[src/rtl/awgn_pkg.sv]
// ---------------------------------------------------------------------------
// awgn_pkg
// Shared definitions for the AWGN core controller: controller FSM states,
// number of core seeds, seed reset value and sample width.
// ---------------------------------------------------------------------------
package awgn_pkg;

    localparam int          NUM_SEEDS    = 6;
    localparam logic [31:0] SEED_DEFAULT = 32'h8000_0000;
    localparam int          SAMPLE_W     = 16;

    typedef enum logic [2:0] {
        S_IDLE,
        S_CRST,
        S_WARM,
        S_RUN,
        S_DRAIN,
        S_DONE
    } state_t;

endpackage

[src/rtl/awgn_fifo.sv]
// ---------------------------------------------------------------------------
// awgn_fifo
// Single-clock synchronous FIFO with a show-ahead read port. A write becomes
// visible on dout in the cycle after the push. Simultaneous push and pop is
// allowed, including when the FIFO is full.
//
// Ports:
//   clk, rst   clock, asynchronous active-high reset (FIFO becomes empty)
//   push, din  write request and data (ignored when full without a pop)
//   pop        read request (ignored when empty)
//   dout       head-of-queue data, valid while !empty
//   full       DEPTH entries stored
//   empty      no entries stored
// ---------------------------------------------------------------------------
module awgn_fifo #(
    parameter int DEPTH = 8,
    parameter int WIDTH = 16
) (
    input  logic             clk,
    input  logic             rst,
    input  logic             push,
    input  logic [WIDTH-1:0] din,
    input  logic             pop,
    output logic [WIDTH-1:0] dout,
    output logic             full,
    output logic             empty
);

    localparam int AW = $clog2(DEPTH);

    logic [WIDTH-1:0] mem [DEPTH];
    logic [AW-1:0]    wr_ptr;
    logic [AW-1:0]    rd_ptr;
    logic [AW:0]      count;
    logic             do_push;
    logic             do_pop;

    assign do_pop  = pop && !empty;
    // A pop in the same cycle frees the slot, so a full FIFO still accepts.
    assign do_push = push && (!full || do_pop);

    assign full  = (count == (AW+1)'(DEPTH));
    assign empty = (count == '0);
    assign dout  = mem[rd_ptr];

    // NOTE: sequential state uses non-blocking assignments so every flop
    // samples the pre-edge values regardless of statement order.
    always_ff @(posedge clk or posedge rst) begin
        if (rst) begin
            wr_ptr <= '0;
            rd_ptr <= '0;
            count  <= '0;
        end else begin
            if (do_push) wr_ptr <= wr_ptr + AW'(1);
            if (do_pop)  rd_ptr <= rd_ptr + AW'(1);
            case ({do_push, do_pop})
                2'b10:   count <= count + (AW+1)'(1);
                2'b01:   count <= count - (AW+1)'(1);
                default: count <= count;
            endcase
        end
    end

    // NOTE: the storage array has no reset; the empty flag masks stale
    // contents, and leaving it unreset lets it map onto plain RAM.
    always_ff @(posedge clk) begin
        if (do_push) mem[wr_ptr] <= din;
    end

endmodule

[src/rtl/awgn_ctrl.sv]
// ---------------------------------------------------------------------------
// awgn_ctrl
// Run controller for an external AWGN noise core. On start it pulses the
// core reset, discards a programmable number of warm-up samples, then
// streams exactly num_samples core samples through an output FIFO with a
// valid/ready handshake. Samples arriving while the FIFO is full (and not
// being popped) are dropped and counted.
//
// Ports:
//   clk, rst              clock, asynchronous active-high reset
//   seed_we/idx/data      seed slot write (slots 0..5, honoured only in IDLE)
//   num_samples, warmup   run length and warm-up cycles, sampled at start
//   start                 single-cycle run request (ignored while busy)
//   core_rst, core_seed   reset and seed bus to the AWGN core
//   core_out              AWGN core sample, new value every cycle
//   m_data/m_valid/m_ready output sample stream
//   busy, done            run in progress / one-cycle completion pulse
//   drop_cnt              saturating count of samples lost to a full FIFO
// ---------------------------------------------------------------------------
module awgn_ctrl
    import awgn_pkg::*;
#(
    parameter int FIFO_DEPTH = 8,
    parameter int CNT_W      = 24,
    parameter int RST_CYC    = 2
) (
    input  logic                   clk,
    input  logic                   rst,
    input  logic                   seed_we,
    input  logic [2:0]             seed_idx,
    input  logic [31:0]            seed_data,
    input  logic [CNT_W-1:0]       num_samples,
    input  logic [7:0]             warmup,
    input  logic                   start,
    output logic                   core_rst,
    output logic [32*NUM_SEEDS-1:0] core_seed,
    input  logic [SAMPLE_W-1:0]    core_out,
    output logic [SAMPLE_W-1:0]    m_data,
    output logic                   m_valid,
    input  logic                   m_ready,
    output logic                   busy,
    output logic                   done,
    output logic [15:0]            drop_cnt
);

    localparam int RC_W = (RST_CYC > 1) ? $clog2(RST_CYC) : 1;

    state_t           state;
    logic [RC_W-1:0]  rst_cnt;
    logic [7:0]       warm_cnt;
    logic [7:0]       warm_q;
    logic [CNT_W-1:0] num_q;
    logic [CNT_W-1:0] pushed_cnt;
    logic [31:0]      seed_q [NUM_SEEDS];

    logic fifo_full;
    logic fifo_empty;
    logic pop;
    logic push_ok;

    assign pop     = m_valid && m_ready;
    assign push_ok = (state == S_RUN) && (!fifo_full || pop);

    assign m_valid = !fifo_empty;
    assign busy    = (state != S_IDLE);
    assign done    = (state == S_DONE);
    // rst is folded in so the core is held in reset for as long as we are,
    // and released as soon as rst drops (state is IDLE then).
    assign core_rst = rst || (state == S_CRST);

    awgn_fifo #(
        .DEPTH (FIFO_DEPTH),
        .WIDTH (SAMPLE_W)
    ) u_fifo (
        .clk   (clk),
        .rst   (rst),
        .push  (push_ok),
        .din   (core_out),
        .pop   (pop),
        .dout  (m_data),
        .full  (fifo_full),
        .empty (fifo_empty)
    );

    always_ff @(posedge clk or posedge rst) begin
        if (rst) begin
            state      <= S_IDLE;
            rst_cnt    <= '0;
            warm_cnt   <= '0;
            warm_q     <= '0;
            num_q      <= '0;
            pushed_cnt <= '0;
            drop_cnt   <= '0;
        end else begin
            case (state)
                S_IDLE: begin
                    if (start) begin
                        num_q      <= num_samples;
                        warm_q     <= warmup;
                        pushed_cnt <= '0;
                        drop_cnt   <= '0;
                        rst_cnt    <= '0;
                        state      <= (num_samples == '0) ? S_DONE : S_CRST;
                    end
                end
                S_CRST: begin
                    if (rst_cnt == RC_W'(RST_CYC - 1)) begin
                        // Zero warm-up skips WARM entirely.
                        if (warm_q == 8'd0) begin
                            state <= S_RUN;
                        end else begin
                            warm_cnt <= warm_q;
                            state    <= S_WARM;
                        end
                    end else begin
                        rst_cnt <= rst_cnt + RC_W'(1);
                    end
                end
                S_WARM: begin
                    if (warm_cnt == 8'd1) state <= S_RUN;
                    else                  warm_cnt <= warm_cnt - 8'd1;
                end
                S_RUN: begin
                    if (push_ok) begin
                        pushed_cnt <= pushed_cnt + CNT_W'(1);
                        if (pushed_cnt == num_q - CNT_W'(1)) state <= S_DRAIN;
                    end else if (drop_cnt != 16'hFFFF) begin
                        drop_cnt <= drop_cnt + 16'd1;
                    end
                end
                S_DRAIN: begin
                    if (fifo_empty) state <= S_DONE;
                end
                S_DONE: begin
                    state <= S_IDLE;
                end
                default: state <= S_IDLE;
            endcase
        end
    end

    // Seeds only change in IDLE so the core sees a constant seed bus per run.
    always_ff @(posedge clk or posedge rst) begin
        if (rst) begin
            for (int k = 0; k < NUM_SEEDS; k++) seed_q[k] <= SEED_DEFAULT;
        end else if (seed_we && (state == S_IDLE) && (seed_idx < 3'(NUM_SEEDS))) begin
            seed_q[seed_idx] <= seed_data;
        end
    end

    // NOTE: every bit of core_seed is assigned on each evaluation, so this
    // combinational block cannot infer a latch.
    always_comb begin
        for (int k = 0; k < NUM_SEEDS; k++) core_seed[32*k +: 32] = seed_q[k];
    end

endmodule

[config.mk]
export PLATFORM = sky130hd
export DESIGN_NAME = awgn_ctrl
export DESIGN_NICKNAME = d
export VERILOG_FILES = /design/src/rtl/awgn_pkg.sv /design/src/rtl/awgn_fifo.sv /design/src/rtl/awgn_ctrl.sv
export SDC_FILE = /design/constraint.sdc
export NUM_CORES = 1
export LEC_CHECK = 0
export ABC_AREA = 1
export BUFFER_PORTS_ARGS = -buffer_cell sky130_fd_sc_hd__buf_2
export CORE_ASPECT_RATIO = 0.7
export CORE_MARGIN = 4
export CORE_UTILIZATION = 35
export CTS_BUF_LIST = sky130_fd_sc_hd__clkbuf_4
export DETAILED_ROUTE_END_ITERATION = 7
export PLACE_DENSITY = 0.54
export RECOVER_POWER = 50
export SLEW_MARGIN = 20
export SYNTH_ARGS = -nofsm -noshare
export SYNTH_HDL_FRONTEND = slang
export SYNTH_SLANG_ARGS = --single-unit
[constraint.sdc]
create_clock -name clk -period 17.93 [get_ports clk]
set_input_delay 0.8965 -clock clk [delete_from_list [all_inputs] [get_ports clk]]
set_output_delay 0.8965 -clock clk [all_outputs]
set_load 0.01 [all_outputs]
Word-level counts from Yosys, hierarchy flattened --
Memories as Yosys holds them, arrays and structs flattened. Cells that the tools add are included.
Storage, ports and cells: flip-flop bits (word level) 286, bits in writable memories 128, bits of input ports 88, output and inout port bits 228, word-level logic and storage cells 107, memories kept 1
Memories:
- u_fifo.mem | words 8, bits a word 16, rd ports 1, clocked after memory_dff 0, write ports 1, line awgn_fifo.sv:31 | logic [WIDTH-1:0] mem [DEPTH];
Cells by class: $add $sub $neg 9, magnitude comparators 3, eq/ne operators 21, muxes and demuxes 29, bitwise logic cells 1, reduce and logical (&&, ||, !) cells 27
Operator list (number):
- $bwmux 192 | 1
- $demux 32 s3 | 1
- $mux 16 | 3
- $mux 24 | 2
- $pmux 24 s2 | 1
- $mux 32 | 1
- $pmux 16 s2 | 1
- $add 24x1->24 const B | 1
- $eq 24x24->1 | 1
- $logic_not 24->1 | 1
- $mux 8 | 3
- $sub 24x1->24 const B | 1
- $mux 3 | 7
- $add 16x1->16 const B | 1
- $ne 16x16->1 const B | 1
- $pmux 8 s2 | 1
- $pmux 3 s5 | 1
- $ne 2x2->1 const B | 6
- $eq 8x1->1 const B | 1
- $logic_not 8->1 | 1
- $ne 2x1->1 const B | 4
- $pmux 4 s2 | 1
- $reduce_and 4->1 | 2
- $reduce_bool 2->1 | 4
- 26 further kinds | 43

Logic depth before layout (Yosys ltp) --
Gate-level depths: netlist of the first run.
word-level depth 8, depth in mapped cells 16, mapped depth without buffers 16

Cells and area by module --
From an unflattened synthesis of the first run, not the netlist that was laid out.
Second synthesis, totals: cells, all modules 1597, area, all modules 18268.8 sq um
Modules (own cells, without submodules):
- awgn_ctrl | times used 1, cells an instance 1162, area an instance 12615.8 sq um, sequential area each 6914.1 sq um
- awgn_fifo | times used 1, cells an instance 435, area an instance 5652.9 sq um, sequential area each 4093.9 sq um

Worst setup path before layout of the first run --
Ideal clock, no wire load.
path type input to output, from in rst, to out core_rst, arrival 7.517 ns, data required time 17.033 ns, setup slack 9.517 ns, stages on the path 2, buffers on the path 0, path through inv_1 nand2_1
Between the ends: longest elaborated chain between the ends 1
Ends and longest elaborated chain:
- start: declaration | line awgn_ctrl.sv:28 | input logic rst,
- $logic_or 1x1->1 | line awgn_ctrl.sv:69 | assign core_rst = rst || (state == S_CRST);
- end: declaration | line awgn_ctrl.sv:35 | output logic core_rst,
Every way passes these cells.

==> run summary, run 1 <==
Post-CTS resize count - 0
Combinational Power Share - 36.8%
Final WL - 47900 µm
Initial antenna violation count - 4
Synth Net Count - 1669
Setup Buffers After CTS - 0
Clock Tree Root - clkbuf_4
Max Cap Viol - 5
First-pass GRT wire length - 75700 µm
H-tree levels - 3
Peak supply drop - 0.0000883 V
DP HPWL - 31600 µm
Switching Share - 37.4%
Final Setup Violations - 0
Worst stage delay on the critical path - 3.11 ns
Clock slew at reported path FFs - 0.07 ns
Nets - 2056
Clk pwr share - 22.4%
Post-synth EDFFs - 128
Vias in the first global route - 13.4k
RSZ-0062 raised after global routing - false
Clock Skews - 0.0423 ns
CTS tree - yes
Number of vias per cell - 4.78
GRT Total Usage - 17.5%
Synth cell types - 44
Final setup TNS - 0 ns
P_leak - 9.55 nW
Status - complete, but fails checks
Placed cell area - 20100 µm²
DIE AREA - 54600 µm²
Endpoints failing hold - 0
Final Instance Area - 21300 µm²
ANT nets after route - 0
Syn Inst Count - 1570
Setup Crit Path Kind - in2async
DRC viols - 0
TritonCTS Sinks - 414
Fmax - 156 MHz
Slew @ Worst Pin - 4.26 ns
Synth top area share - 39.3%
CP arrival - 6.30 ns
R2r setup slk - 13.90 ns
Initial DRC Count - 590
Die Wd - 278 µm
Psw - 1.32 mW
Mean Syn Cell Area - 11.3 µm²
CP required - 17.83 ns
Pwr dens - 166 nW/µm²
Syn Std Cell Area - 17800 µm²
WL per Instance - 17.8 µm
Port Buffer Count - 315
Top_reg_cell synth - dfrtp_1
Pre-Repair DR Iteration Count - 5
Min Hold Slack - 0.307 ns
Crit start category - input port
IO Count - 316
Min cycle time layout - 6.40 ns
FP Rows - 68
Clock buffer depth - 3
Critical-path maximum fanout - 82
Area leader, netlist - dfrtp_1
Crit. End Element - asynchronous set/reset pin
YS warnings - 0
Max-slew headroom - -184%
Grt met1 use - 22.8%
Crit share post-route - 35.7%
Slowest cell on crit path - clkbuf_1
Clk_lat worst skew - 0.84 ns
Hold bufs inserted after CTS - 0
Seq pwr share - 40.8%
Post-synthesis sequential element count - 414
Busiest grt layer - met2
Worst hold path type - in2reg
Crit-path cells - buf_2 -> clkinvlp_2 -> clkbuf_1
CP delay by family, top - buffers and inverters
Met2 Track Usage GR - 27.1%
Seq/Total Area, Yosys - 61.8%
Die height - 197 µm
Slew Limit Fails - 360
Final global-route overflow total - 0
Routability cong. - 0.834
Fill cells - 4900
Met3 usage - 7.21%
CTS Buf Count - 105
Failing checks - max-capacitance violations, max-slew violations
Worst path bufs/invs - 3
Pint - 2.22 mW
Top cells by area, synth - dfrtp_1, edfxtp_1, mux2_2
Post-synthesis async set-or-reset flop share - 69.1%
Total number of vias - 12.9k
Core ar. - 49800 µm²
Syn-to-layout area delta - 19.6%
Pin count of the biggest net entering global routing - 83
Starting density of the core - 35.8%
Share of layout cells above drive strength 1 - 34.0%
==> path summary, 6_finish.rpt <==
path,start,cells after the start,endpoint
hold / removal,warmup[2],3,warm_q[2]
setup reg to reg,state[0],14,drop_cnt[11]
max in group clk,rst,4,core_rst
setup / recovery,rst,3,core_seed[110]
hold reg to reg,core_seed[13],1,core_seed[13]
min in group asynchronous,rst,2,u_fifo.wr_ptr[2]
==> logic make-up (layout without fill, tap and decap cells) <==
| kind of cell | Yosys count | in the layout | synth area share (%) |
|---|---|---|---|
| xor gates and xnor gates | 40 | 40 | 1.97 |
| muxes | 192 | 192 | 12.1 |
| buffers and inverters | 164 | 621 | 3.89 |
| other | 0 | 2 | 0 |
| and+or+nand+nor | 548 | 548 | 13.3 |
| adders and majority gates | 11 | 11 | 0.815 |
| DFF | 414 | 414 | 61.8 |
| AOI/OAI and AO/OA | 201 | 201 | 6.06 |
==> through the flow <==
step / instances / worst slack, ns / utilization, % / total power, mW
2_1_floorplan: 1570 / 9.13 / - / 2.26
3_3_place_gp: 2515 / 14.22 / 40.4 / 2.76
3_5_place_dp: 2515 / 14.27 / 40.4 / 2.79
4_1_cts: 2692 / 13.99 / 43.0 / 3.61
5_1_grt: 2694 / 10.31 / 42.8 / 3.84
6_report: 2694 / 11.53 / 42.8 / 3.54
==> power by group through the flow <==
stage,combinational [mW],sequential [mW],clock (mW)
after global placement,1.31,1.45,0
after floorplan,0.712,1.55,0
after detailed placement,1.33,1.46,0
after global routing,1.46,1.49,0.884
final,1.30,1.45,0.792
after CTS,1.33,1.45,0.830
==> flip-flops by register name, summed over array words and instances (netlist names) <==
name           cells
core_seed        192
drop_cnt          16
num_q             24
pushed_cnt        24
rst_cnt            1
state              3
u_fifo.count       4
u_fifo.mem       128
u_fifo.rd_ptr      3
u_fifo.wr_ptr      3
warm_cnt           8
warm_q             8
==> synthesized netlist by cell type, types with 20 or more instances <==
cell type	n
dfrtp_1	280
nor2_1	222
nand2_1	213
mux2_2	185
o21ai_0	129
edfxtp_1	128
inv_1	104
clkbuf_1	33
nand3_1	33
a21oi_1	27
nor3_1	24
nand4_1	21
xnor2_1	20
xor2_1	20
==> tightest hold or removal path, delay by kind of cell <==
kind	cells	cell delay, ns
buffers and inverters	1	0.08
AO/OA/AOI/OAI	1	0.05
AND/OR/NAND/NOR	1	0.04
==> placed cells by master (no fill, tap or decap), drive strengths merged <==
master / synthesis / final
clkinvlp: 0 / 1
buf: 22 / 308
inv: 109 / 113
bufinv: 0 / 1
xor2: 20 / 20
o21ai: 129 / 129
dfrtp: 280 / 280
xnor2: 20 / 20
nand2: 219 / 219
mux2: 192 / 192
diode: 0 / 2
and2: 1 / 1
nand3: 35 / 35
edfxtp: 128 / 128
fa: 1 / 1
o31ai: 2 / 2
nor3: 28 / 28
or2: 1 / 1
ha: 10 / 10
a221oi: 1 / 1
nand4: 21 / 21
clkinv: 0 / 18
o211ai: 1 / 1
a211oi: 4 / 4
dfstp: 6 / 6
o21a: 2 / 2
a22oi: 1 / 1
o22ai: 16 / 16
nor2: 228 / 228
nor4: 8 / 8
nand3b: 7 / 7
clkbuf: 33 / 180
a21oi: 27 / 27
a22o: 1 / 1
a31oi: 17 / 17
==> per-layer routing <==
metal / vias up / routed length [µm]
met5: - / 13
met4: 2 / 798
met3: 68 / 4290
met2: 338 / 21400
met1: 6275 / 21400
li1: 6197 / -
==> cell type report <==
class / count / area, µm² / share of cell area, %
clock buffer: 153 / 1150 / 5.39
sequential: 414 / 11000 / 51.7
antenna: 2 / 5.00 / 0.0235
clock inverter: 24 / 139 / 0.652
multi-input combinational: 992 / 6100 / 28.6
tap: 665 / 832 / 3.90
inverter: 109 / 410 / 1.93
timing repair buffer: 335 / 1670 / 7.82
No activity file was read; power rests on OpenSTA's default activity.
==> run 2: changes to the inputs <==
Settings changed: PLACE_DENSITY 0.54 to 0.56.
Clock period 17.93 ns to 5.88 ns, I/O delays scaled along.
==> run summary, run 2 (same netlist as run 1, synthesis figures left out) <==
Status - complete, but fails checks
Failing checks - max-capacitance violations, max-slew violations
Reg2reg start - state[1]
Initial DRC Count - 694 (+18%)
CTS Buf Count - 104 (-0.95%)
GRT Total Usage - 17.6% (+0.082 points)
Worst slack at placement - 2.98 ns (-11.29 ns)
Min cycle time layout - 3.69 ns
Clock slew at reported path FFs - 0.07 ns (about the same)
Min Hold Slack - 0.184 ns (-0.123 ns)
WL per Instance - 17.2 µm (-3.1%)
Post-CTS resize count - 0 (unchanged)
ANT nets after route - 0 (unchanged)
Core ar. - 49800 µm² (unchanged)
Slew Limit Fails - 37 (-90%)
Setup Crit Path Kind - reg2out
Pwr dens - 487 nW/µm² (+190%)
Starting density of the core - 35.8% (unchanged)
Nets - 2141 (+4.1%)
P_leak - 9.61 nW (+0.54%)
TritonCTS Sinks - 414 (unchanged)
Share of layout cells above drive strength 1 - 27.7% (-6.3 points)
Syn-to-layout area delta - 24.2%
Routability cong. - 0.819 (-1.7%)
Clock Tree Root - clkbuf_4
Hold depth - 4 (+1)
Pint - 6.68 mW (+200%)
Fmax - 271 MHz
Slew @ Worst Pin - 2.01 ns (-2.25 ns)
Psw - 4.10 mW (+210%)
Final Setup Violations - 0 (unchanged)
Worst hold path type - in2reg
Die height - 197 µm (unchanged)
Setup Buffers After CTS - 0 (unchanged)
Endpoints failing hold - 0 (unchanged)
Initial antenna violation count - 1 (-3)
Clk_lat worst skew - 0.80 ns (-0.04 ns)
Final setup TNS - 0 ns (unchanged)
Max reg flops - 192 (unchanged)
Final global-route overflow total - 0 (unchanged)
Peak supply drop - 0.000267 V (+200%)
Pre-Repair DR Iteration Count - 4 (-1)
CP required - 5.59 ns (-12.24 ns)
Hold bufs inserted after CTS - 84 (+84)
Seq pwr share - 41.1% (+0.3 points)
Clk pwr share - 22.6% (+0.2 points)
Final WL - 48200 µm (+0.53%)
Final worst setup slack - 2.19 ns (-9.33 ns)
Crit start category - flip-flop
DRC viols - 0 (unchanged)
Critical-path maximum fanout - 66 (-20%)
HP Start - seed_idx[1]
Number of vias per cell - 4.77 (-0.20%)
FP Rows - 68 (unchanged)
Port Buffer Count - 315 (unchanged)
R2r worst-path depth - 6 (-8)
Max Cap Viol - 1 (-4)
Crit. End Element - output port
Total number of vias - 13.3k (+3.5%)
Switching Share - 38.0% (+0.64 points)
Commonest non-fill, non-tap cells in the layout - dfrtp_1, nor2_1, nand2_1, buf_2, mux2_2
Die Wd - 278 µm (unchanged)
R2r setup slk - 2.94 ns (-10.96 ns)
Combinational Power Share - 36.3% (-0.5 points)
CP arrival - 3.39 ns (-2.91 ns)
IO Count - 316 (unchanged)
Vias in the first global route - 13.9k (+3.9%)
Crit share post-route - 62.7%
DIE AREA - 54600 µm² (unchanged)
Clock buffer depth - 3 (unchanged)
Pin count of the biggest net entering global routing - 160 (+93%)
Clock Skews - 0.0494 ns (+0.00711 ns)
Reg2reg end - u_fifo.mem[5][5]
H-tree levels - 3 (unchanged)
Hold Crit Endpoint - core_seed[104]
DP HPWL - 31100 µm (-1.7%)
RSZ-0062 raised after global routing - false
First-pass GRT wire length - 76800 µm (+1.4%)
Commonest non-fill, non-tap cell in the layout - dfrtp_1
Max-slew headroom - -33.8% (+150 points)
CTS tree - yes
==> run 2: worst max path at each step <==
stage	startpoint	end	slack, ns	cells past startpoint
CTS	u_fifo.rd_ptr[0]	m_data[1]	2.04	8
global placement	u_fifo.rd_ptr[0]	m_data[1]	2.98	8
floorplan	rst	core_rst	0.66	2
finish	u_fifo.rd_ptr[0]	m_data[1]	2.19	8
global route	u_fifo.rd_ptr[0]	m_data[1]	1.85	8
detailed placement	u_fifo.rd_ptr[0]	m_data[1]	2.98	8
==> run 2: metal layers <==
metal  global-route usage [%]  part of all wire [%]
met1                     22.7                    44
met4                     5.20                   1.9
met3                     6.73                   8.5
met5                        0                     0
met2                     27.7                    45
==> run 2: worst max-delay path, stage by stage (launching register included) <==
cell and delay, ns:
dfrtp_2 0.39, buf_4 0.32, inv_1 0.72, buf_4 0.46
nor2_1 0.08, o22ai_1 0.17, nor2_1 0.06, a31oi_1 0.20
buf_2 0.17
==> run 2: area by class of cell <==
cell class,instances,area (µm²)
clock buffers,147,1100
well taps,665,832
flip-flops and latches,414,11000
multi-input cells,992,6120
repair buffers,421,2430
fillers,4817,27600
inverters,109,410
clock inverters,45,219
diodes,1,2.50
==> run 2: power groups by stage <==
stage | Combinational, mW | Clock (mW) | Sequential, mW
global placement | 3.96 | 0 | 4.43
finish | 3.91 | 2.44 | 4.43
detailed placement | 4.03 | 0 | 4.46
floorplan | 2.17 | 0 | 4.72
global route | 4.39 | 2.70 | 4.55
CTS | 4.08 | 2.56 | 4.43
==> run 2: per-stage QoR <==
| step | std cells | area (µm²) | power (mW) | utilization (%) |
|---|---|---|---|---|
| 2_1_floorplan | 1570 | 17800 | 6.89 | - |
| 3_3_place_gp | 2517 | 20100 | 8.40 | 40.5 |
| 3_5_place_dp | 2517 | 20100 | 8.49 | 40.5 |
| 4_1_cts | 2793 | 22300 | 11.1 | 44.8 |
| 5_1_grt | 2794 | 22100 | 11.6 | 44.5 |
| 6_report | 2794 | 22100 | 10.8 | 44.5 |
==> run 3: changes to the inputs <==
Clock period 5.88 ns to 3.08 ns, I/O delays scaled along.
==> run summary, run 3 (same netlist as run 1, synthesis figures left out) <==
First-pass GRT wire length - 78100 µm (+1.8%)
TritonCTS Sinks - 414 (unchanged)
Critical-path maximum fanout - 28 (-58%)
Starting density of the core - 35.8% (unchanged)
Crit-path cells - nor2_1 -> nand2_2 -> inv_2 -> nand2_2 -> nor4_4 -> dlygate4sd3_1 -> buf_12 -> mux2_2
Pwr dens - 916 nW/µm² (+88%)
Final worst setup slack - 0.250 ns (-1.94 ns)
Final Instance Area - 22400 µm² (+1.3%)
Post-placement cell count - 2530 (+0.52%)
Setup Crit Path Kind - reg2reg
Total number of vias - 13.6k (+1.8%)
CTS tree - yes
Slew @ Worst Pin - 1.43 ns (-0.582 ns)
Status - completed
GRT Total Usage - 18.0% (+0.40 points)
DIE AREA - 54600 µm² (unchanged)
Switching Share - 38.0% (about the same)
Crit path top cell by count - nand2_2
Syn-to-layout area delta - 25.9%
WL per Instance - 17.4 µm (+1.1%)
Pin count of the biggest net entering global routing - 106 (-34%)
Peak supply drop - 0.000509 V (+90%)
Initial antenna violation count - 2 (+1)
Worst stage delay on the critical path - 0.75 ns (+0.03 ns)
Clock Tree Root - clkbuf_4
Max-slew headroom - 4.99% (+39 points)
Clock Skews - 0.0659 ns (+0.0165 ns)
Die Wd - 278 µm (unchanged)
DP HPWL - 32000 µm (+3.1%)
Clock slew at reported path FFs - 0.07 ns (about the same)
Final setup TNS - 0 ns (unchanged)
Port Buffer Count - 315 (unchanged)
Share of layout cells above drive strength 1 - 27.9% (+0.13 points)
Clk_lat worst skew - 0.80 ns (about the same)
Die height - 197 µm (unchanged)
Worst slack at placement - 0.641 ns (-2.34 ns)
Vias in the first global route - 14.1k (+1.3%)
H-tree levels - 3 (unchanged)
Min cycle time layout - 2.83 ns
ANT nets after route - 0 (unchanged)
Routability cong. - 0.847 (+3.3%)
Max reg flops - 192 (unchanged)
Final Setup Violations - 0 (unchanged)
Combinational Power Share - 36.9% (+0.6 points)
Core ar. - 49800 µm² (unchanged)
Commonest non-fill, non-tap cell in the layout - dfrtp_1
Commonest non-fill, non-tap cells in the layout - dfrtp_1, nor2_1, nand2_1, mux2_2, buf_2
Psw - 7.81 mW (+91%)
Clock buffer depth - 3 (unchanged)
Clk pwr share - 21.8% (-0.8 points)
Fin cells - 2817 (+0.82%)
Placed cell area - 20300 µm² (+0.91%)
Pint - 12.7 mW (+91%)
Crit start category - flip-flop
Max Cap Viol - 0 (-1)
IO Count - 316 (unchanged)
Slew Limit Fails - 0 (-100%)
CTS Buf Count - 102 (-1.9%)
CP required - 3.70 ns (-1.89 ns)
CP arrival - 3.45 ns (+0.06 ns)
Number of vias per cell - 4.82 (+1.0%)
Crit share post-route - 91.9%
Fmax - 353 MHz
Nets - 2171 (+1.4%)
Worst hold path type - in2reg
Endpoints failing hold - 0 (unchanged)
Crit. End Element - flip-flop
Final global-route overflow total - 0 (unchanged)
Setup Buffers After CTS - 0 (unchanged)
RSZ-0062 raised after global routing - false
FP Rows - 68 (unchanged)
Final WL - 49100 µm (+1.9%)
Initial DRC Count - 790 (+14%)
Slowest cell on crit path - dlygate4sd3_1
P_leak - 9.72 nW (+1.2%)
Pre-Repair DR Iteration Count - 6 (+2)
Seq pwr share - 41.4% (+0.3 points)
DRC viols - 0 (unchanged)
[run 3: cell count changes in the layout (fill, tap and decap cells not counted), moves of 3 or more]
cell	change
buf_12	+5
buf_4	+4
buf_2	-4
clkbuf_1	+6
clkinv_1	-10
clkbuf_4	+3
dlygate4sd3_1	+19
[run 3: worst max-delay path, delay by kind of cell, from the launching register on]
| family | cells | cell delay [ns] |
|---|---|---|
| flip-flops | 1 | 0.42 |
| AND/OR/NAND/NOR | 4 | 0.67 |
| buffers and inverters | 3 | 1.14 |
| multiplexers | 1 | 0.37 |
[run 3: path summary, 6_finish.rpt]
kind / end / cells after the start / startpoint / slack (ns)
worst max-delay path: core_seed[5] / 8 / state[0] / 0.25
worst min register to register: core_seed[146] / 1 / core_seed[146] / 0.49
worst max register to register: core_seed[5] / 8 / state[0] / 0.25
max in group asynchronous: core_seed[155] / 5 / rst / 0.64
worst min-delay path: num_q[16] / 4 / num_samples[16] / 0.12
min in group asynchronous: core_seed[41] / 4 / rst / 0.53
[run 3: through the flow]
| stage | utilization, % | total power, mW | hold slack, ns |
|---|---|---|---|
| floorplan | - | 13.2 | 0.253 |
| global placement | 40.8 | 16.1 | 0.278 |
| detailed placement | 40.8 | 16.3 | 0.275 |
| CTS | 45.4 | 21.1 | 0.00326 |
| global route | 45.1 | 22.2 | 0.0334 |
| finish | 45.1 | 20.5 | 0.125 |
[run 3: repair_timing]
item / CTS / global route
gates resized for setup: 1 / 1
hold buffers: 103 / 0
hold endpoints to repair: 657 / 0
endpoints found under the setup margin: 2 / 27
[run 3: metal layers]
layer  share of wire [%]  vias to the layer above  track usage [%]  wire (µm)
met5                   0                        -                0          0
met4                 1.9                        0             5.42        914
met3                 8.8                       76             6.77       4310
met2                  44                      401             27.6      21800
met1                  45                     6661             23.9      22000
li1                    -                     6439                -          -
[run 3: cell type report]
type	instances	area, µm²
fill	4842	27300
clock inverter	33	148
clock buffer	149	1120
tap	665	832
inverter	109	413
antenna	2	5.00
multi-input combinational	992	6130
timing repair buffer	453	2770
sequential	414	11000
[run 3: power by group through the flow]
stage          Sequential (mW)  Combinational (mW)  Clock (mW)
2_1_floorplan             9.01                4.14           0
3_3_place_gp              8.48                7.64           0
3_5_place_dp              8.53                7.77           0
4_1_cts                   8.49                7.89        4.69
5_1_grt                   8.72                8.52        4.96
6_report                  8.50                7.58        4.47
